`src/rtl/axi_arbiter_w_if.sv`:
```
// AXI4 write-channel bundle (AW, W, B) used on both sides of the write arbiter.
//   master modport : drives AW/W requests and BREADY; receives AWREADY, WREADY and B.
//   slave  modport : the opposite direction.
// WLAST is part of the bundle in both directions.
interface axi_arbiter_w_if #(
    parameter int DATA_WIDTH = 1024,
    parameter int ADDR_WIDTH = 64,
    parameter int ID_WIDTH   = 8,
    parameter int USER_WIDTH = 8,
    parameter int STRB_WIDTH = DATA_WIDTH / 8
);
    // write address channel
    logic [ID_WIDTH-1:0]   awid;
    logic [ADDR_WIDTH-1:0] awaddr;
    logic [7:0]            awlen;
    logic [2:0]            awsize;
    logic [1:0]            awburst;
    logic                  awlock;
    logic [3:0]            awcache;
    logic [2:0]            awprot;
    logic [3:0]            awqos;
    logic [3:0]            awregion;
    logic [USER_WIDTH-1:0] awuser;
    logic                  awvalid;
    logic                  awready;
    // write data channel
    logic [DATA_WIDTH-1:0] wdata;
    logic [STRB_WIDTH-1:0] wstrb;
    logic                  wlast;
    logic [USER_WIDTH-1:0] wuser;
    logic                  wvalid;
    logic                  wready;
    // write response channel
    logic [ID_WIDTH-1:0]   bid;
    logic [1:0]            bresp;
    logic [USER_WIDTH-1:0] buser;
    logic                  bvalid;
    logic                  bready;

    modport master (
        output awid, awaddr, awlen, awsize, awburst, awlock, awcache, awprot,
               awqos, awregion, awuser, awvalid,
        output wdata, wstrb, wlast, wuser, wvalid,
        output bready,
        input  awready, wready, bid, bresp, buser, bvalid
    );

    modport slave (
        input  awid, awaddr, awlen, awsize, awburst, awlock, awcache, awprot,
               awqos, awregion, awuser, awvalid,
        input  wdata, wstrb, wlast, wuser, wvalid,
        input  bready,
        output awready, wready, bid, bresp, buser, bvalid
    );
endinterface

```
`src/rtl/axi_arbiter_w.sv`:
```
// Two-master AXI4 write-channel arbiter with round-robin priority.
// One write transaction (AW, all W beats, B) is granted to one master at a time;
// only one write is ever outstanding. The downstream WLAST is generated from a
// beat counter against the latched AWLEN, and a master WLAST that disagrees with
// the count raises a one-cycle wlast_err pulse.
// Ports:
//   ACLK, ARESETn : clock, asynchronous active-low reset
//   s0, s1        : upstream masters (slave side of the bundle)
//   s2m           : forwarded request towards the write slave mux (master side)
//   wlast_err     : one-cycle pulse after a W handshake with a wrong master WLAST
module axi_arbiter_w (
    input  logic            ACLK,
    input  logic            ARESETn,
    axi_arbiter_w_if.slave  s0,
    axi_arbiter_w_if.slave  s1,
    axi_arbiter_w_if.master s2m,
    output logic            wlast_err
);
    typedef enum logic [1:0] {ST_IDLE, ST_ADDR, ST_DATA, ST_RESP} state_t;

    state_t     state_reg;
    logic       grant_reg;      // master currently owning the channel
    logic       prio_reg;       // master favoured when both request together
    logic [7:0] len_q_reg;
    logic [7:0] beat_cnt_reg;
    logic       wlast_err_reg;

    logic       in_addr, in_data, in_resp;
    logic       sel_awvalid, sel_wvalid, sel_wlast, sel_bready;
    logic [7:0] sel_awlen;
    logic       aw_on, w_on, last_beat;
    logic       aw_hs, w_hs, b_hs;

    assign in_addr = (state_reg == ST_ADDR);
    assign in_data = (state_reg == ST_DATA);
    assign in_resp = (state_reg == ST_RESP);

    assign sel_awvalid = grant_reg ? s1.awvalid : s0.awvalid;
    assign sel_awlen   = grant_reg ? s1.awlen   : s0.awlen;
    assign sel_wvalid  = grant_reg ? s1.wvalid  : s0.wvalid;
    assign sel_wlast   = grant_reg ? s1.wlast   : s0.wlast;
    assign sel_bready  = grant_reg ? s1.bready  : s0.bready;

    // Forwarded valids exist only in the owning phase; payload is zeroed otherwise.
    assign aw_on     = in_addr & sel_awvalid;
    assign w_on      = in_data & sel_wvalid;
    assign last_beat = (beat_cnt_reg == len_q_reg);

    assign aw_hs = aw_on & s2m.awready;
    assign w_hs  = w_on & s2m.wready;
    assign b_hs  = in_resp & s2m.bvalid & sel_bready;

    // ---------------- downstream AW ----------------
    assign s2m.awvalid  = aw_on;
    assign s2m.awid     = aw_on ? (grant_reg ? s1.awid     : s0.awid)     : '0;
    assign s2m.awaddr   = aw_on ? (grant_reg ? s1.awaddr   : s0.awaddr)   : '0;
    assign s2m.awlen    = aw_on ? sel_awlen                               : '0;
    assign s2m.awsize   = aw_on ? (grant_reg ? s1.awsize   : s0.awsize)   : '0;
    assign s2m.awburst  = aw_on ? (grant_reg ? s1.awburst  : s0.awburst)  : '0;
    assign s2m.awlock   = aw_on ? (grant_reg ? s1.awlock   : s0.awlock)   : 1'b0;
    assign s2m.awcache  = aw_on ? (grant_reg ? s1.awcache  : s0.awcache)  : '0;
    assign s2m.awprot   = aw_on ? (grant_reg ? s1.awprot   : s0.awprot)   : '0;
    assign s2m.awqos    = aw_on ? (grant_reg ? s1.awqos    : s0.awqos)    : '0;
    assign s2m.awregion = aw_on ? (grant_reg ? s1.awregion : s0.awregion) : '0;
    assign s2m.awuser   = aw_on ? (grant_reg ? s1.awuser   : s0.awuser)   : '0;

    // ---------------- downstream W -----------------
    // WLAST comes from the beat count, never from the master.
    assign s2m.wvalid = w_on;
    assign s2m.wdata  = w_on ? (grant_reg ? s1.wdata : s0.wdata) : '0;
    assign s2m.wstrb  = w_on ? (grant_reg ? s1.wstrb : s0.wstrb) : '0;
    assign s2m.wuser  = w_on ? (grant_reg ? s1.wuser : s0.wuser) : '0;
    assign s2m.wlast  = w_on & last_beat;

    // ---------------- downstream B ready -----------
    assign s2m.bready = in_resp & sel_bready;

    // ---------------- upstream handshakes ----------
    assign s0.awready = in_addr & ~grant_reg & s2m.awready;
    assign s0.wready  = in_data & ~grant_reg & s2m.wready;
    assign s0.bvalid  = in_resp & ~grant_reg & s2m.bvalid;
    assign s0.bid     = (in_resp & ~grant_reg) ? s2m.bid   : '0;
    assign s0.bresp   = (in_resp & ~grant_reg) ? s2m.bresp : '0;
    assign s0.buser   = (in_resp & ~grant_reg) ? s2m.buser : '0;

    assign s1.awready = in_addr & grant_reg & s2m.awready;
    assign s1.wready  = in_data & grant_reg & s2m.wready;
    assign s1.bvalid  = in_resp & grant_reg & s2m.bvalid;
    assign s1.bid     = (in_resp & grant_reg) ? s2m.bid   : '0;
    assign s1.bresp   = (in_resp & grant_reg) ? s2m.bresp : '0;
    assign s1.buser   = (in_resp & grant_reg) ? s2m.buser : '0;

    assign wlast_err = wlast_err_reg;

    // ---------------- control FSM ------------------
    always_ff @(posedge ACLK or negedge ARESETn) begin
        if (!ARESETn) begin
            state_reg     <= ST_IDLE;
            grant_reg     <= 1'b0;
            prio_reg      <= 1'b0;
            len_q_reg     <= 8'd0;
            beat_cnt_reg  <= 8'd0;
            wlast_err_reg <= 1'b0;
        end else begin
            wlast_err_reg <= 1'b0;
            case (state_reg)
                ST_IDLE: begin
                    if (s0.awvalid | s1.awvalid) begin
                        // Sole requester wins; on a tie the favoured master wins.
                        grant_reg <= (s0.awvalid & s1.awvalid) ? prio_reg : s1.awvalid;
                        state_reg <= ST_ADDR;
                    end
                end
                ST_ADDR: begin
                    if (aw_hs) begin
                        len_q_reg    <= sel_awlen;
                        beat_cnt_reg <= 8'd0;
                        state_reg    <= ST_DATA;
                    end
                end
                ST_DATA: begin
                    if (w_hs) begin
                        beat_cnt_reg  <= beat_cnt_reg + 8'd1;
                        wlast_err_reg <= sel_wlast ^ last_beat;
                        // The burst always ends on the count, whatever the master's WLAST says.
                        if (last_beat) begin
                            state_reg <= ST_RESP;
                        end
                    end
                end
                ST_RESP: begin
                    if (b_hs) begin
                        prio_reg  <= ~grant_reg;
                        state_reg <= ST_IDLE;
                    end
                end
                default: state_reg <= ST_IDLE;
            endcase
        end
    end
endmodule

```
`src/flat_wrapper.sv`:
```
// flat-port wrapper written by rule: the top's interface ports become plain ports
module axi_arbiter_w_flat 
  (ACLK, ARESETn, wlast_err, s0_awid, s0_awaddr, s0_awlen, s0_awsize, s0_awburst, s0_awlock, s0_awcache, s0_awprot, s0_awqos, s0_awregion, s0_awuser, s0_awvalid, s0_wdata, s0_wstrb, s0_wlast, s0_wuser, s0_wvalid, s0_bready, s0_awready, s0_wready, s0_bid, s0_bresp, s0_buser, s0_bvalid, s1_awid, s1_awaddr, s1_awlen, s1_awsize, s1_awburst, s1_awlock, s1_awcache, s1_awprot, s1_awqos, s1_awregion, s1_awuser, s1_awvalid, s1_wdata, s1_wstrb, s1_wlast, s1_wuser, s1_wvalid, s1_bready, s1_awready, s1_wready, s1_bid, s1_bresp, s1_buser, s1_bvalid, s2m_awid, s2m_awaddr, s2m_awlen, s2m_awsize, s2m_awburst, s2m_awlock, s2m_awcache, s2m_awprot, s2m_awqos, s2m_awregion, s2m_awuser, s2m_awvalid, s2m_wdata, s2m_wstrb, s2m_wlast, s2m_wuser, s2m_wvalid, s2m_bready, s2m_awready, s2m_wready, s2m_bid, s2m_bresp, s2m_buser, s2m_bvalid);
  axi_arbiter_w_if #(.DATA_WIDTH((64)), .ADDR_WIDTH(64), .ID_WIDTH(8), .USER_WIDTH(8)) s0_i ();
  axi_arbiter_w_if #(.DATA_WIDTH((64)), .ADDR_WIDTH(64), .ID_WIDTH(8), .USER_WIDTH(8)) s1_i ();
  axi_arbiter_w_if #(.DATA_WIDTH((64)), .ADDR_WIDTH(64), .ID_WIDTH(8), .USER_WIDTH(8)) s2m_i ();
  input  logic ACLK;
  input  logic ARESETn;
  output logic wlast_err;
  input wire logic [$bits(s0_i.awid)-1:0] s0_awid;
  input wire logic [$bits(s0_i.awaddr)-1:0] s0_awaddr;
  input wire logic [$bits(s0_i.awlen)-1:0] s0_awlen;
  input wire logic [$bits(s0_i.awsize)-1:0] s0_awsize;
  input wire logic [$bits(s0_i.awburst)-1:0] s0_awburst;
  input wire logic [$bits(s0_i.awlock)-1:0] s0_awlock;
  input wire logic [$bits(s0_i.awcache)-1:0] s0_awcache;
  input wire logic [$bits(s0_i.awprot)-1:0] s0_awprot;
  input wire logic [$bits(s0_i.awqos)-1:0] s0_awqos;
  input wire logic [$bits(s0_i.awregion)-1:0] s0_awregion;
  input wire logic [$bits(s0_i.awuser)-1:0] s0_awuser;
  input wire logic [$bits(s0_i.awvalid)-1:0] s0_awvalid;
  input wire logic [$bits(s0_i.wdata)-1:0] s0_wdata;
  input wire logic [$bits(s0_i.wstrb)-1:0] s0_wstrb;
  input wire logic [$bits(s0_i.wlast)-1:0] s0_wlast;
  input wire logic [$bits(s0_i.wuser)-1:0] s0_wuser;
  input wire logic [$bits(s0_i.wvalid)-1:0] s0_wvalid;
  input wire logic [$bits(s0_i.bready)-1:0] s0_bready;
  output wire logic [$bits(s0_i.awready)-1:0] s0_awready;
  output wire logic [$bits(s0_i.wready)-1:0] s0_wready;
  output wire logic [$bits(s0_i.bid)-1:0] s0_bid;
  output wire logic [$bits(s0_i.bresp)-1:0] s0_bresp;
  output wire logic [$bits(s0_i.buser)-1:0] s0_buser;
  output wire logic [$bits(s0_i.bvalid)-1:0] s0_bvalid;
  input wire logic [$bits(s1_i.awid)-1:0] s1_awid;
  input wire logic [$bits(s1_i.awaddr)-1:0] s1_awaddr;
  input wire logic [$bits(s1_i.awlen)-1:0] s1_awlen;
  input wire logic [$bits(s1_i.awsize)-1:0] s1_awsize;
  input wire logic [$bits(s1_i.awburst)-1:0] s1_awburst;
  input wire logic [$bits(s1_i.awlock)-1:0] s1_awlock;
  input wire logic [$bits(s1_i.awcache)-1:0] s1_awcache;
  input wire logic [$bits(s1_i.awprot)-1:0] s1_awprot;
  input wire logic [$bits(s1_i.awqos)-1:0] s1_awqos;
  input wire logic [$bits(s1_i.awregion)-1:0] s1_awregion;
  input wire logic [$bits(s1_i.awuser)-1:0] s1_awuser;
  input wire logic [$bits(s1_i.awvalid)-1:0] s1_awvalid;
  input wire logic [$bits(s1_i.wdata)-1:0] s1_wdata;
  input wire logic [$bits(s1_i.wstrb)-1:0] s1_wstrb;
  input wire logic [$bits(s1_i.wlast)-1:0] s1_wlast;
  input wire logic [$bits(s1_i.wuser)-1:0] s1_wuser;
  input wire logic [$bits(s1_i.wvalid)-1:0] s1_wvalid;
  input wire logic [$bits(s1_i.bready)-1:0] s1_bready;
  output wire logic [$bits(s1_i.awready)-1:0] s1_awready;
  output wire logic [$bits(s1_i.wready)-1:0] s1_wready;
  output wire logic [$bits(s1_i.bid)-1:0] s1_bid;
  output wire logic [$bits(s1_i.bresp)-1:0] s1_bresp;
  output wire logic [$bits(s1_i.buser)-1:0] s1_buser;
  output wire logic [$bits(s1_i.bvalid)-1:0] s1_bvalid;
  output wire logic [$bits(s2m_i.awid)-1:0] s2m_awid;
  output wire logic [$bits(s2m_i.awaddr)-1:0] s2m_awaddr;
  output wire logic [$bits(s2m_i.awlen)-1:0] s2m_awlen;
  output wire logic [$bits(s2m_i.awsize)-1:0] s2m_awsize;
  output wire logic [$bits(s2m_i.awburst)-1:0] s2m_awburst;
  output wire logic [$bits(s2m_i.awlock)-1:0] s2m_awlock;
  output wire logic [$bits(s2m_i.awcache)-1:0] s2m_awcache;
  output wire logic [$bits(s2m_i.awprot)-1:0] s2m_awprot;
  output wire logic [$bits(s2m_i.awqos)-1:0] s2m_awqos;
  output wire logic [$bits(s2m_i.awregion)-1:0] s2m_awregion;
  output wire logic [$bits(s2m_i.awuser)-1:0] s2m_awuser;
  output wire logic [$bits(s2m_i.awvalid)-1:0] s2m_awvalid;
  output wire logic [$bits(s2m_i.wdata)-1:0] s2m_wdata;
  output wire logic [$bits(s2m_i.wstrb)-1:0] s2m_wstrb;
  output wire logic [$bits(s2m_i.wlast)-1:0] s2m_wlast;
  output wire logic [$bits(s2m_i.wuser)-1:0] s2m_wuser;
  output wire logic [$bits(s2m_i.wvalid)-1:0] s2m_wvalid;
  output wire logic [$bits(s2m_i.bready)-1:0] s2m_bready;
  input wire logic [$bits(s2m_i.awready)-1:0] s2m_awready;
  input wire logic [$bits(s2m_i.wready)-1:0] s2m_wready;
  input wire logic [$bits(s2m_i.bid)-1:0] s2m_bid;
  input wire logic [$bits(s2m_i.bresp)-1:0] s2m_bresp;
  input wire logic [$bits(s2m_i.buser)-1:0] s2m_buser;
  input wire logic [$bits(s2m_i.bvalid)-1:0] s2m_bvalid;
  assign s0_i.awid = s0_awid;
  assign s0_i.awaddr = s0_awaddr;
  assign s0_i.awlen = s0_awlen;
  assign s0_i.awsize = s0_awsize;
  assign s0_i.awburst = s0_awburst;
  assign s0_i.awlock = s0_awlock;
  assign s0_i.awcache = s0_awcache;
  assign s0_i.awprot = s0_awprot;
  assign s0_i.awqos = s0_awqos;
  assign s0_i.awregion = s0_awregion;
  assign s0_i.awuser = s0_awuser;
  assign s0_i.awvalid = s0_awvalid;
  assign s0_i.wdata = s0_wdata;
  assign s0_i.wstrb = s0_wstrb;
  assign s0_i.wlast = s0_wlast;
  assign s0_i.wuser = s0_wuser;
  assign s0_i.wvalid = s0_wvalid;
  assign s0_i.bready = s0_bready;
  assign s0_awready = s0_i.awready;
  assign s0_wready = s0_i.wready;
  assign s0_bid = s0_i.bid;
  assign s0_bresp = s0_i.bresp;
  assign s0_buser = s0_i.buser;
  assign s0_bvalid = s0_i.bvalid;
  assign s1_i.awid = s1_awid;
  assign s1_i.awaddr = s1_awaddr;
  assign s1_i.awlen = s1_awlen;
  assign s1_i.awsize = s1_awsize;
  assign s1_i.awburst = s1_awburst;
  assign s1_i.awlock = s1_awlock;
  assign s1_i.awcache = s1_awcache;
  assign s1_i.awprot = s1_awprot;
  assign s1_i.awqos = s1_awqos;
  assign s1_i.awregion = s1_awregion;
  assign s1_i.awuser = s1_awuser;
  assign s1_i.awvalid = s1_awvalid;
  assign s1_i.wdata = s1_wdata;
  assign s1_i.wstrb = s1_wstrb;
  assign s1_i.wlast = s1_wlast;
  assign s1_i.wuser = s1_wuser;
  assign s1_i.wvalid = s1_wvalid;
  assign s1_i.bready = s1_bready;
  assign s1_awready = s1_i.awready;
  assign s1_wready = s1_i.wready;
  assign s1_bid = s1_i.bid;
  assign s1_bresp = s1_i.bresp;
  assign s1_buser = s1_i.buser;
  assign s1_bvalid = s1_i.bvalid;
  assign s2m_awid = s2m_i.awid;
  assign s2m_awaddr = s2m_i.awaddr;
  assign s2m_awlen = s2m_i.awlen;
  assign s2m_awsize = s2m_i.awsize;
  assign s2m_awburst = s2m_i.awburst;
  assign s2m_awlock = s2m_i.awlock;
  assign s2m_awcache = s2m_i.awcache;
  assign s2m_awprot = s2m_i.awprot;
  assign s2m_awqos = s2m_i.awqos;
  assign s2m_awregion = s2m_i.awregion;
  assign s2m_awuser = s2m_i.awuser;
  assign s2m_awvalid = s2m_i.awvalid;
  assign s2m_wdata = s2m_i.wdata;
  assign s2m_wstrb = s2m_i.wstrb;
  assign s2m_wlast = s2m_i.wlast;
  assign s2m_wuser = s2m_i.wuser;
  assign s2m_wvalid = s2m_i.wvalid;
  assign s2m_bready = s2m_i.bready;
  assign s2m_i.awready = s2m_awready;
  assign s2m_i.wready = s2m_wready;
  assign s2m_i.bid = s2m_bid;
  assign s2m_i.bresp = s2m_bresp;
  assign s2m_i.buser = s2m_buser;
  assign s2m_i.bvalid = s2m_bvalid;
  axi_arbiter_w u_core (.ACLK(ACLK), .ARESETn(ARESETn), .s0(s0_i), .s1(s1_i), .s2m(s2m_i), .wlast_err(wlast_err));
endmodule
```
`config.mk`:
```
export PLATFORM = sky130hd
export DESIGN_NAME = axi_arbiter_w_flat
export DESIGN_NICKNAME = d
export VERILOG_FILES = /design/src/rtl/axi_arbiter_w_if.sv /design/src/rtl/axi_arbiter_w.sv /design/src/flat_wrapper.sv
export SDC_FILE = /design/constraint.sdc
export NUM_CORES = 1
export LEC_CHECK = 0
export CAP_MARGIN = 20
export CORE_AREA = 8 8 245 247
export CTS_CLUSTER_SIZE = 12
export DETAILED_ROUTE_END_ITERATION = 12
export DIE_AREA = 0 0 253 255
export PLACE_DENSITY = 0.39
export SLEW_MARGIN = 15
export SYNTH_ARGS = -nofsm -noshare
export SYNTH_HDL_FRONTEND = slang
export SYNTH_SLANG_ARGS = --single-unit
```
`constraint.sdc`:
```
create_clock -name ACLK -period 2.3 [get_ports ACLK]
set_clock_uncertainty 0.2 [all_clocks]
set_input_delay 0.345 -clock ACLK [delete_from_list [all_inputs] [get_ports ACLK]]
set_output_delay 0.345 -clock ACLK [all_outputs]
set_load 0.01 [all_outputs]
```
### Yosys cells after proc, flatten, opt, wreduce, memory -nomap -nowiden

Index checks and enable logic that the tools add are counted.

* shifts and indexed selects: 0
* reduce and logical (&&, ||, !) cells: 7
* $mul: 0
* divide/modulo/power cells: 0
* bitwise operators: 24
* equal/unequal tests: 9
* $lt $le $gt $ge: 0
* mux-type cells: 50
* add/subtract/negate cells: 1

Operator list (count)
* $mux 64: 4
* $mux 8: 16
* $mux 4: 6
* $and 1x1->1: 21
* $mux 2: 9
* $pmux 8 s2: 1
* $mux 3: 4
* $mux 1: 9
* $add 8x1->8 const B: 1
* $eq 8x8->1: 1
* $ne 2x2->1 const B: 4
* $pmux 2 s4: 1
* $reduce_and 2->1: 3
* $reduce_and 5->1: 1
* $eq 2x2->1 const B: 2
* $reduce_and 3->1: 1
* $eq 2x1->1 const B: 1
* $logic_not 2->1: 1
* $ne 2x1->1 const B: 1
* $reduce_bool 2->1: 1
* $not 1->1: 1
* $or 1x1->1: 1
* $xor 1x1->1: 1

* memories kept: 0
* bits in writable memories: 0
* memory bits (read-only): 0
* latch bits: 0
* output and inout port bits: 236
* register bits after elaboration: 21
* input port bits: 409

### Depth between registers and ports, before layout

* depth in word-level cells: 5
* mapped depth: 7

### Worst setup path after synthesis

Ideal clock, no wire load.

* kind: register to register
* start: reg u_core.state_reg[0]
* end: reg u_core.state_reg[1]
* path slack: 0.285 ns
* library setup time: 0.128 ns
* stages on the path, launching flop included: 8
* data arrival time: 1.688 ns
* clock period less this slack: 2.015 ns
* path through: dfrtp_1 inv_1 ha_1 nand2_1 nor2_2 nand3_1 a21oi_2 mux2_1

* longest elaborated chain between the ends: 5
* elaborated cells on any way between the ends: 17

RTL lines
* from (decl): RTL line axi_arbiter_w.sv:21 `state_t state_reg;`
* from (signal assigned): RTL line axi_arbiter_w.sv:98 `state_reg <= ST_IDLE;`
* from (signal assigned): RTL line axi_arbiter_w.sv:111 `state_reg <= ST_ADDR;`
* from (signal assigned): RTL line axi_arbiter_w.sv:118 `state_reg <= ST_DATA;`
* $eq 2x2->1 (tied with other cells): RTL line axi_arbiter_w.sv:36, axi_arbiter_w.sv:106
* $and 1x1->1 (on tied branches): RTL line axi_arbiter_w.sv:51, axi_arbiter_w.sv:45, axi_arbiter_w.sv:46
* $and 1x1->1 (on tied branches): RTL line axi_arbiter_w.sv:51, axi_arbiter_w.sv:49, axi_arbiter_w.sv:50
* $ne 2x2->1 (no line)
* $reduce_and 5->1 (no line)

Several ways; a longest one is shown, not always the timed one.
A chain may end at the register's enable or synchronous reset.

### Worst setup path after layout

* start: reg u_core.grant_reg
* end: out s2m_awaddr[44]

* longest elaborated chain between the ends: 3
* elaborated cells on any way between the ends: 4

RTL lines
* from (decl): RTL line axi_arbiter_w.sv:22 `logic grant_reg;`
* from (signal assigned): RTL line axi_arbiter_w.sv:110 `grant_reg <= (s0.awvalid & s1.awvalid) ? prio_reg : s1.awvalid;`
* $mux 1: RTL line axi_arbiter_w.sv:38 `assign sel_awvalid = grant_reg ? s1.awvalid : s0.awvalid;`
* $and 1x1->1: RTL line axi_arbiter_w.sv:45 `assign aw_on = in_addr & sel_awvalid;`
* $mux 64 *: RTL line axi_arbiter_w.sv:56 `assign s2m.awaddr = aw_on ? (grant_reg ? s1.awaddr : s0.awaddr) : '0;`
* to (decl): RTL line flat_wrapper.sv:59 `output wire logic [$bits(s2m_i.awaddr)-1:0] s2m_awaddr;`

Mark *: on every way between the ends. The rest lies on a longest branch, timed or not.

==> results.txt <==
vias in the first global route - 8391
die height - 255 µm
Mapped Area - 4330 µm²
Slew Limit Headroom - 68.1%
DP Worst Slack - -0.549 ns
nets - 1816
Sink Count - 21
final hold violation count - 0
Layout area overhead - 248%
Worst setup EP type - output pin
setup TNS - -23.36 ns
crit path from - u_core.grant_reg
status - finished, violations left
number of synthesized flops with an enable pin - 0
Detailed Place HPWL - 41000 µm
Yosys top cell area share - 44.7%
Tmin final - 2.51 ns
max-slew violation count - 0
Min-Delay Path Class - input port to asynchronous set/reset pin
io pins - 645
leak pwr - 6.56 nW
RSZ-0062 raised after global routing - true
maximum vdd drop - 0.399 mV
pwr dens - 903 nW/µm²
internal reg-to-reg setup slack - -0.07 ns
fin area - 15000 µm²
GRT Total Usage - 13.5%
clk_lat worst skew - 0.26 ns
Avg Inst Size Synth - 7.23 µm²
first-pass GRT wire length - 63300 µm
CP required - 1.75 ns
CTS clk-pin slew, worst paths - 0.06 ns
TritonCTS clock tree - built
antenna-violating nets left - 0
crit-path max FO - 6
PnR worst setup slack - -0.210 ns
Avg WL per Cell - 22.8 µm
port bufs - 644
via count of the routed design - 7629
Synth Flop Type - dfrtp_1
die area - 64500 µm²
fill cell count - 6132
sequential area share after synthesis - 12.1%
RR Endpoint - u_core.state_reg[1]
# DRC - 0
drt via density - 3.54
final worst path period share - 109%
Root Buffer - clkbuf_16
row count - 87
FF-to-FF path depth - 9
Placer Congestion - 0.849
Synthesized Nets - 1013
Post-Syn Instances - 598
Cell Area, Placed - 12800 µm²
crit path capture - s2m_awaddr[44]
failing checks - negative setup slack
largest net degree at the start of global routing - 22
initial antenna violation count - 1
achievable frequency - 0.398 GHz
crit path DAT - 1.96 ns
Clock Tree Buf Depth - 2
core box area - 56000 µm²
Netlist cell types - 40
reg2reg start - u_core.grant_reg
Routed WL - 49100 µm
Synth Register Bits - 21
ys async rst share - 100%
initial core utilization - 7.73%
Initial DRT Pass Iterations - 4
multi-input combinational cell area - 4850 µm²
register area - 529 µm²
gr ovfl total - 0
Die W - 253 µm
Setup violations, final - 204
Num CTS Buffers - 3
DRT iter0 DRCs - 241
critical path launch point type - flip-flop
area leader, netlist - mux2i_1
synth top area cells - mux2i_1 (45%), nor2_1 (18%), dfrtp_1 (12%), buf_2 (4.9%), and3_1 (3.2%)
layout cells sized above 1 - 44.8%
Max Cap Viol - 0
worst-margin pin slew - 0.465 ns
critical path type - flip-flop to output pin
H-tree levels - 1
yosys synthesis warning count - 0
metrics by stage:
| stage | power, mW | utilization, % | hold slack (ns) | cells |
|---|---|---|---|---|
| floorplan | 4.42 | - | -0.151 | 598 |
| global placement | 9.78 | 22.8 | 0.263 | 2078 |
| detailed placement | 9.74 | 22.8 | 0.280 | 2078 |
| CTS | 11.5 | 23.6 | 0.260 | 2121 |
| global route | 14.4 | 26.9 | 0.273 | 2157 |
| finish | 13.6 | 26.9 | 0.247 | 2157 |
layout make-up:
class / count / share of cell area (%)
Sequential cell: 21 / 3.52
Clock inverter: 1 / 0.0333
Multi-Input combinational cell: 519 / 32.2
Timing Repair Buffer: 848 / 57.2
Tap cell: 756 / 6.29
Antenna cell: 1 / 0.0166
Clock buffer: 3 / 0.499
Inverter: 8 / 0.200
cells by family after synthesis:
family	Yosys count	synth area share, %
xor+xnor	14	2.83
flops	21	12.1
buf+inv	58	6.51
fa+ha+maj	6	1.74
simple gates	279	28.1
compound gates	26	3.76
mux	194	44.9
critical path, stage by stage (launching register included):
cell	delay [ns]
dfrtp_4	0.53
mux2i_2	0.23
nand2b_4	0.20
buf_12	0.13
buf_12	0.14
clkbuf_16	0.17
buf_6	0.11
nor2_2	0.03
buf_2	0.14
worst min path at each step:
| stage | from | end | slack [ns] | cells past startpoint |
|---|---|---|---|---|
| final | ARESETn | u_core.grant_reg | 0.25 | 2 |
| after global routing | ARESETn | u_core.grant_reg | 0.27 | 2 |
| after CTS | ARESETn | u_core.grant_reg | 0.26 | 2 |
| after detailed placement | u_core.prio_reg | u_core.prio_reg | 0.28 | 2 |
| after global placement | u_core.prio_reg | u_core.prio_reg | 0.26 | 2 |
| after floorplan | ARESETn | u_core.beat_cnt_reg[0] | -0.15 | 0 |
synthesized netlist by cell type (2+ instances only):
master    instances
a21oi_1          10
and2_1           21
and3_1           22
buf_2            42
clkbuf_1          6
dfrtp_1          21
ha_1              6
inv_1             8
mux2i_1         193
nand2_1           9
nand2b_1          2
nand4_1           5
nor2_1          209
nor2_2            2
nor2b_1           2
o21ai_0           3
o22ai_1           2
xnor2_1           2
xor2_1           12
report_power, final:
group / internal (mW) / switching [mW]
clock: 0.234 / 0.150
combinational: 6.89 / 5.66
sequential: 0.518 / 0.120
cells in the final DEF, fill, tap and decap left out, types with 19 or more instances in the layout:
| master | n |
|---|---|
| buf_2 | 106 |
| and3_1 | 22 |
| clkdlybuf4s50_1 | 408 |
| nor2_1 | 87 |
| dfrtp_1 | 20 |
| and2_1 | 19 |
| buf_6 | 117 |
| mux2i_1 | 130 |
| mux2i_4 | 35 |
| mux2i_2 | 28 |
| buf_12 | 43 |
| nor2_2 | 40 |
| nor2_4 | 84 |
| buf_4 | 112 |
repair_timing:
action | CTS | global route
hold buffers | 0 | 0
gates cloned | 7 | 9
setup buffers | 37 | 30
endpoints found under the hold margin | 0 | 0
pin swaps | 13 | 51
endpoints found under the setup margin | 237 | 226
gates resized for setup | 866 | 436
routing by layer:
layer,share of wire (%),global-route usage (%),vias up
li1,-,-,3641
met4,1.7,2.22,0
met2,51,24.8,424
met5,0,0,-
met3,8.6,3.97,26
met1,38,15.4,3538
(Power assumes the default switching activity.)
==> RTL edit 1: new RTL, same settings <==
Register the output `wlast_err` once more; this adds one clock of latency there. The other outputs are not delayed to match. Comments in the files are not updated.
--- a/src/rtl/axi_arbiter_w.sv
+++ b/src/rtl/axi_arbiter_w.sv
@@ -90,7 +90,9 @@
     assign s1.bresp   = (in_resp & grant_reg) ? s2m.bresp : '0;
     assign s1.buser   = (in_resp & grant_reg) ? s2m.buser : '0;
 
-    assign wlast_err = wlast_err_reg;
+    always_ff @(posedge ACLK) begin
+        wlast_err <= wlast_err_reg;
+    end
 
     // ---------------- control FSM ------------------
     always_ff @(posedge ACLK or negedge ARESETn) begin
Formal check against the unedited RTL: not equivalent (a bounded check fails within 4 cycles, from zero or initial values and one cycle with ARESETn low).
==> RTL edit 1 against the original RTL <==
The run still ends with negative setup slack left. Sequential cell count up 1. Total power grew 5.8%. Final area up 3.1%. Synthesized area up 0.46%. Synthesized cell count is 0.17% higher. Worst setup slack got worse by 0.074 ns. Routed wire length up 7.7%. Critical path type unchanged.
==> RTL edit 1: results (changes against the original RTL) <==
GRT
The maximum number of pins on one net before global-route repair is 23 (+4.5%). The met3 global-route usage is 4.95% (+0.98 points). The number of global-route vias before repair came to 8413 (+0.26%).

The global routing usage on met2 came to 26.1% (+1.3 points).

Final layout
The share of final layout cell area taken by non-clock buffers came to 56.2% (-0.99 points). The total number of nets in the final design is 1828 (+0.66%). The area used by multi-input combinational logic came to 0.00515 mm² (+6.3%). The share of final-layout standard cells stronger than drive strength 1 came to 43.3% (-1.4 points). The count of buffers not belonging to the clock network in the layout came to 858 (+1.2%).

STA
The sum of negative setup slack is -28.78 ns (-5.41 ns). The setup violation total in the final timing report came to 204 (unchanged). The final worst setup slack is -0.283 ns (-0.0736 ns). The minimum hold slack is 0.149 ns (-0.0982 ns).

Routing
The number of vias per cell is 3.56 (+0.74%). The routed wire length on met3 is 4750 µm (+13%). The wire length the detailed router placed on met1 is 21200 µm (+12%).

The routed wire length came to 52900 µm (+7.7%). After detailed routing, no signal wire sits above met5.

Logic synthesis
Ranked by total cell area, the synthesized netlist is headed by sky130_fd_sc_hd__mux2i_1, sky130_fd_sc_hd__nor2_1, sky130_fd_sc_hd__dfrtp_1. The complex-gate fraction of the synthesized area is 3.74% (-0.017 points). The count of cell types in the netlist is 41 (+2.5%).

The fraction of registers with async set or reset after synthesis is 95.5% (-4.5 points). The adder and majority cell fraction of the synthesized area is 1.73% (-0.0080 points). The post-synthesis share of cell area spent on xor and xnor gates is 2.82% (-0.013 points). The synthesized instance count is 599 (+0.17%).

Critical path
The data arrival time of the critical path is 2.04 ns (+0.08 ns). The peak fanout along the critical path is 14 (+8).

Status
The flow ran to the end, but the final reports show violations. The final reports fail on negative setup slack.

Clocking
The number of gates resized after CTS was 925 (+6.8%). The number of clock sinks was 22 (+4.8%).

Min path
The min-delay analysis places its worst path in the category flop to flop.

Place
The placed wire-length estimate after detailed placement came to 44600 µm (+8.7%). The global placer's final weighted congestion is 0.844 (-0.58%). The setup slack after placement was -0.534 ns (+0.0154 ns). The placed cell count was 2088 (+0.48%).

Pwr
The largest voltage drop on the vdd net is 0.000406 V (+1.8%).
==> RTL edit 1: cell types whose count changed in the layout (fill, tap and decap cells not counted), sizes merged, moves of 2 or more <==
cell	change
dlygate4sd2	+47
buf	-22
clkbuf	-10
clkdlybuf4s15	-9
dlymetal6s2s	+3
diode	+2
==> RTL edit 1: power by group through the flow <==
stage	Sequential (W)	Combinational (W)	Clock [W]
after global placement	0.000678	0.00925	0
after detailed placement	0.000681	0.00924	0
final	0.000659	0.0132	0.000503
after floorplan	0.000634	0.00381	0
after CTS	0.000660	0.0121	0.000511
after global routing	0.000674	0.0139	0.000533
==> RTL edit 1: worst paths after layout <==
path,endpoint,cells past startpoint,startpoint
worst max register to register,u_core.state_reg[1],8,u_core.grant_reg
max in group asynchronous,u_core.grant_reg,2,ARESETn
min in group asynchronous,u_core.wlast_err_reg,2,ARESETn
worst min-delay path,u_core.wlast_err,0,u_core.wlast_err_reg
worst min register to register,u_core.wlast_err,0,u_core.wlast_err_reg
worst max-delay path,s2m_wuser[7],8,u_core.grant_reg
==> RTL edit 2: new RTL, config.mk and constraints unchanged <==
Made on the original files. `USER_WIDTH` is set to 8 in 4 places; all go to 12.
--- a/src/rtl/axi_arbiter_w_if.sv
+++ b/src/rtl/axi_arbiter_w_if.sv
@@ -6,7 +6,7 @@
     parameter int DATA_WIDTH = 1024,
     parameter int ADDR_WIDTH = 64,
     parameter int ID_WIDTH   = 8,
-    parameter int USER_WIDTH = 8,
+    parameter int USER_WIDTH = 12,
     parameter int STRB_WIDTH = DATA_WIDTH / 8
 );
     // write address channel
--- a/src/flat_wrapper.sv
+++ b/src/flat_wrapper.sv
@@ -1,9 +1,9 @@
 // flat-port wrapper written by rule: the top's interface ports become plain ports
 module axi_arbiter_w_flat 
   (ACLK, ARESETn, wlast_err, s0_awid, s0_awaddr, s0_awlen, s0_awsize, s0_awburst, s0_awlock, s0_awcache, s0_awprot, s0_awqos, s0_awregion, s0_awuser, s0_awvalid, s0_wdata, s0_wstrb, s0_wlast, s0_wuser, s0_wvalid, s0_bready, s0_awready, s0_wready, s0_bid, s0_bresp, s0_buser, s0_bvalid, s1_awid, s1_awaddr, s1_awlen, s1_awsize, s1_awburst, s1_awlock, s1_awcache, s1_awprot, s1_awqos, s1_awregion, s1_awuser, s1_awvalid, s1_wdata, s1_wstrb, s1_wlast, s1_wuser, s1_wvalid, s1_bready, s1_awready, s1_wready, s1_bid, s1_bresp, s1_buser, s1_bvalid, s2m_awid, s2m_awaddr, s2m_awlen, s2m_awsize, s2m_awburst, s2m_awlock, s2m_awcache, s2m_awprot, s2m_awqos, s2m_awregion, s2m_awuser, s2m_awvalid, s2m_wdata, s2m_wstrb, s2m_wlast, s2m_wuser, s2m_wvalid, s2m_bready, s2m_awready, s2m_wready, s2m_bid, s2m_bresp, s2m_buser, s2m_bvalid);
-  axi_arbiter_w_if #(.DATA_WIDTH((64)), .ADDR_WIDTH(64), .ID_WIDTH(8), .USER_WIDTH(8)) s0_i ();
-  axi_arbiter_w_if #(.DATA_WIDTH((64)), .ADDR_WIDTH(64), .ID_WIDTH(8), .USER_WIDTH(8)) s1_i ();
-  axi_arbiter_w_if #(.DATA_WIDTH((64)), .ADDR_WIDTH(64), .ID_WIDTH(8), .USER_WIDTH(8)) s2m_i ();
+  axi_arbiter_w_if #(.DATA_WIDTH((64)), .ADDR_WIDTH(64), .ID_WIDTH(8), .USER_WIDTH(12)) s0_i ();
+  axi_arbiter_w_if #(.DATA_WIDTH((64)), .ADDR_WIDTH(64), .ID_WIDTH(8), .USER_WIDTH(12)) s1_i ();
+  axi_arbiter_w_if #(.DATA_WIDTH((64)), .ADDR_WIDTH(64), .ID_WIDTH(8), .USER_WIDTH(12)) s2m_i ();
   input  logic ACLK;
   input  logic ARESETn;
   output logic wlast_err;
Ports: changed (9 resized); port bits go from 645 to 681. The function was not compared with the original's and may differ.
==> RTL edit 2 against the original RTL <==
The run still ends with negative setup slack left. Worst setup slack got worse by 0.14 ns. Routed wire length decreased by 6.1%. Clock power decreased by 3%. Via count increased by 2.1%. Synthesized area increased by 4.7%. Final area decreased by 4.4%. Total power decreased by 15%. Critical endpoint is now s2m_wvalid. Largest cell class unchanged. Sequential cell count unchanged.
==> RTL edit 2: results (changes against the original RTL) <==
Status
The run finished, with violations left. The checks that failed: negative setup slack.

Logic synthesis
The adder and majority cell fraction of the synthesized area is 1.66% (-0.077 points). The mux share of post-synthesis cell area is 44.9% (-0.064 points). The post-synthesis share of cell area spent on xor and xnor gates is 2.71% (-0.13 points). The proportion of netlist area held by the largest area contributor is 44.0% (-0.66 points).

The fraction of the yosys area taken by sequential cells is 11.6% (-0.54 points). The synthesized netlist net count is 1062 (+4.8%). The synthesized instance count was 627 (+4.8%). Ranked by instance count, the synthesized netlist is headed by sky130_fd_sc_hd__nor2_1, sky130_fd_sc_hd__mux2i_1, sky130_fd_sc_hd__buf_2. The complex-gate fraction of the synthesized area was 3.59% (-0.17 points).

Final layout
The total number of nets in the final design is 1869 (+2.9%). The filler-free cell count of the finished design is 2190 (+1.5%). The share of final-layout standard cells stronger than drive strength 1 is 27.4% (-17 points).

The total of fill cells in the finished design is 6173 (+0.67%).

GRT
The maximum number of pins on one net before global-route repair is 48 (+120%). The number of global-route vias before repair is 8195 (-2.3%). The global routing usage on met2 was 22.8% (-2.0 points). The met3 global-route usage is 3.72% (-0.25 points). The first-pass GRT wire length is 58300 µm (-8.0%). The met1 usage came to 13.4% (-2.1 points).

Critical path
The cell with the largest stage delay on the worst path is sky130_fd_sc_hd__clkdlybuf4s50_1. The reg2reg setup slack is 0.09 ns (+0.16 ns). The worst flop-to-flop path endpoint is u_core.beat_cnt_reg[7]. In this run the worst setup path begins at u_core.grant_reg.

The maximum single-stage delay on the critical path is 0.55 ns (+0.02 ns).

Place
The cell area after placement is 0.0129 mm² (+0.75%). The quantity of I/O buffers inserted on ports is 680 (+5.6%). The placed cell count was 2109 (+1.5%).

The global placer's final weighted congestion came to 0.875 (+3.0%).

Pwr
The standby leakage power was 8.28 nW (+26%). The total power is 0.0115 W (-15%). The power dissipated in sequential cells is 0.000646 W (+1%). The largest voltage drop on the vdd net is 0.000295 V (-26%). The share of total power in the clock network is 3.3% (+0.5 points).

Routing
The routed wire length on met3 is 4160 µm (-1.0%). The violation count after the first detailed-routing iteration is 240 (-0.41%). The number of vias per cell came to 3.56 (+0.61%). The routed length on met2 is 23600 µm (-6.3%).

The wire length the detailed router placed on met1 is 17800 µm (-5.7%).

STA
The setup violation total in the final timing report came to 161 (-21%). The final worst setup slack is -0.347 ns (-0.137 ns). The headroom to the max-slew limit is 75.7% (+7.6 points). The sum of negative setup slack is -19.71 ns (+3.65 ns). The minimum hold slack is 0.251 ns (+0.00405 ns).
[RTL edit 2: cell count changes after synthesis, moves of 2 or more]
| cell | unedited run | this run |
|---|---|---|
| sky130_fd_sc_hd__and2_1 | 21 | 25 |
| sky130_fd_sc_hd__mux2i_1 | 193 | 199 |
| sky130_fd_sc_hd__buf_2 | 42 | 38 |
| sky130_fd_sc_hd__buf_4 | 1 | 10 |
| sky130_fd_sc_hd__and3_1 | 22 | 26 |
| sky130_fd_sc_hd__mux2i_2 | 0 | 2 |
| sky130_fd_sc_hd__nor2_1 | 209 | 217 |
[RTL edit 2: layout make-up]
class                           count  area (µm²)  share of cell area, %
Clock buffer                        4        78.8                  0.548
Multi-Input combinational cell    543        4150                   28.9
Antenna cell                        1        2.50                 0.0174
Timing Repair Buffer              857        8640                   60.1
Inverter                            8        30.0                  0.209
Sequential cell                    21         529                   3.68
Tap cell                          756         946                   6.58
[RTL edit 2: timing repair]
item / 4_1_cts / 5_1_grt
pin swaps: 3 / 13
gates cloned: 3 / 15
setup buffers: 16 / 42
gates resized for setup: 246 / 479
endpoints found under the setup margin: 251 / 257
hold buffers: 0 / 0
[RTL edit 2: critical path: cells and delay by family, from the launching register on]
kind                   cells  cell delay [ns]
buffers and inverters      4             0.89
flip-flops                 1             0.54
AND/OR/NAND/NOR            1             0.22
multiplexers               1             0.19
[RTL edit 2: how the worst max path moves through the flow]
stage / end / slack [ns] / cells after the start
floorplan: u_core.state_reg[1] / 0.28 / 7
global placement: s2m_wuser[11] / -0.46 / 6
detailed placement: s2m_wuser[11] / -0.54 / 6
CTS: s2m_awaddr[14] / -0.46 / 6
global route: s2m_wvalid / -0.44 / 6
finish: s2m_wvalid / -0.35 / 6
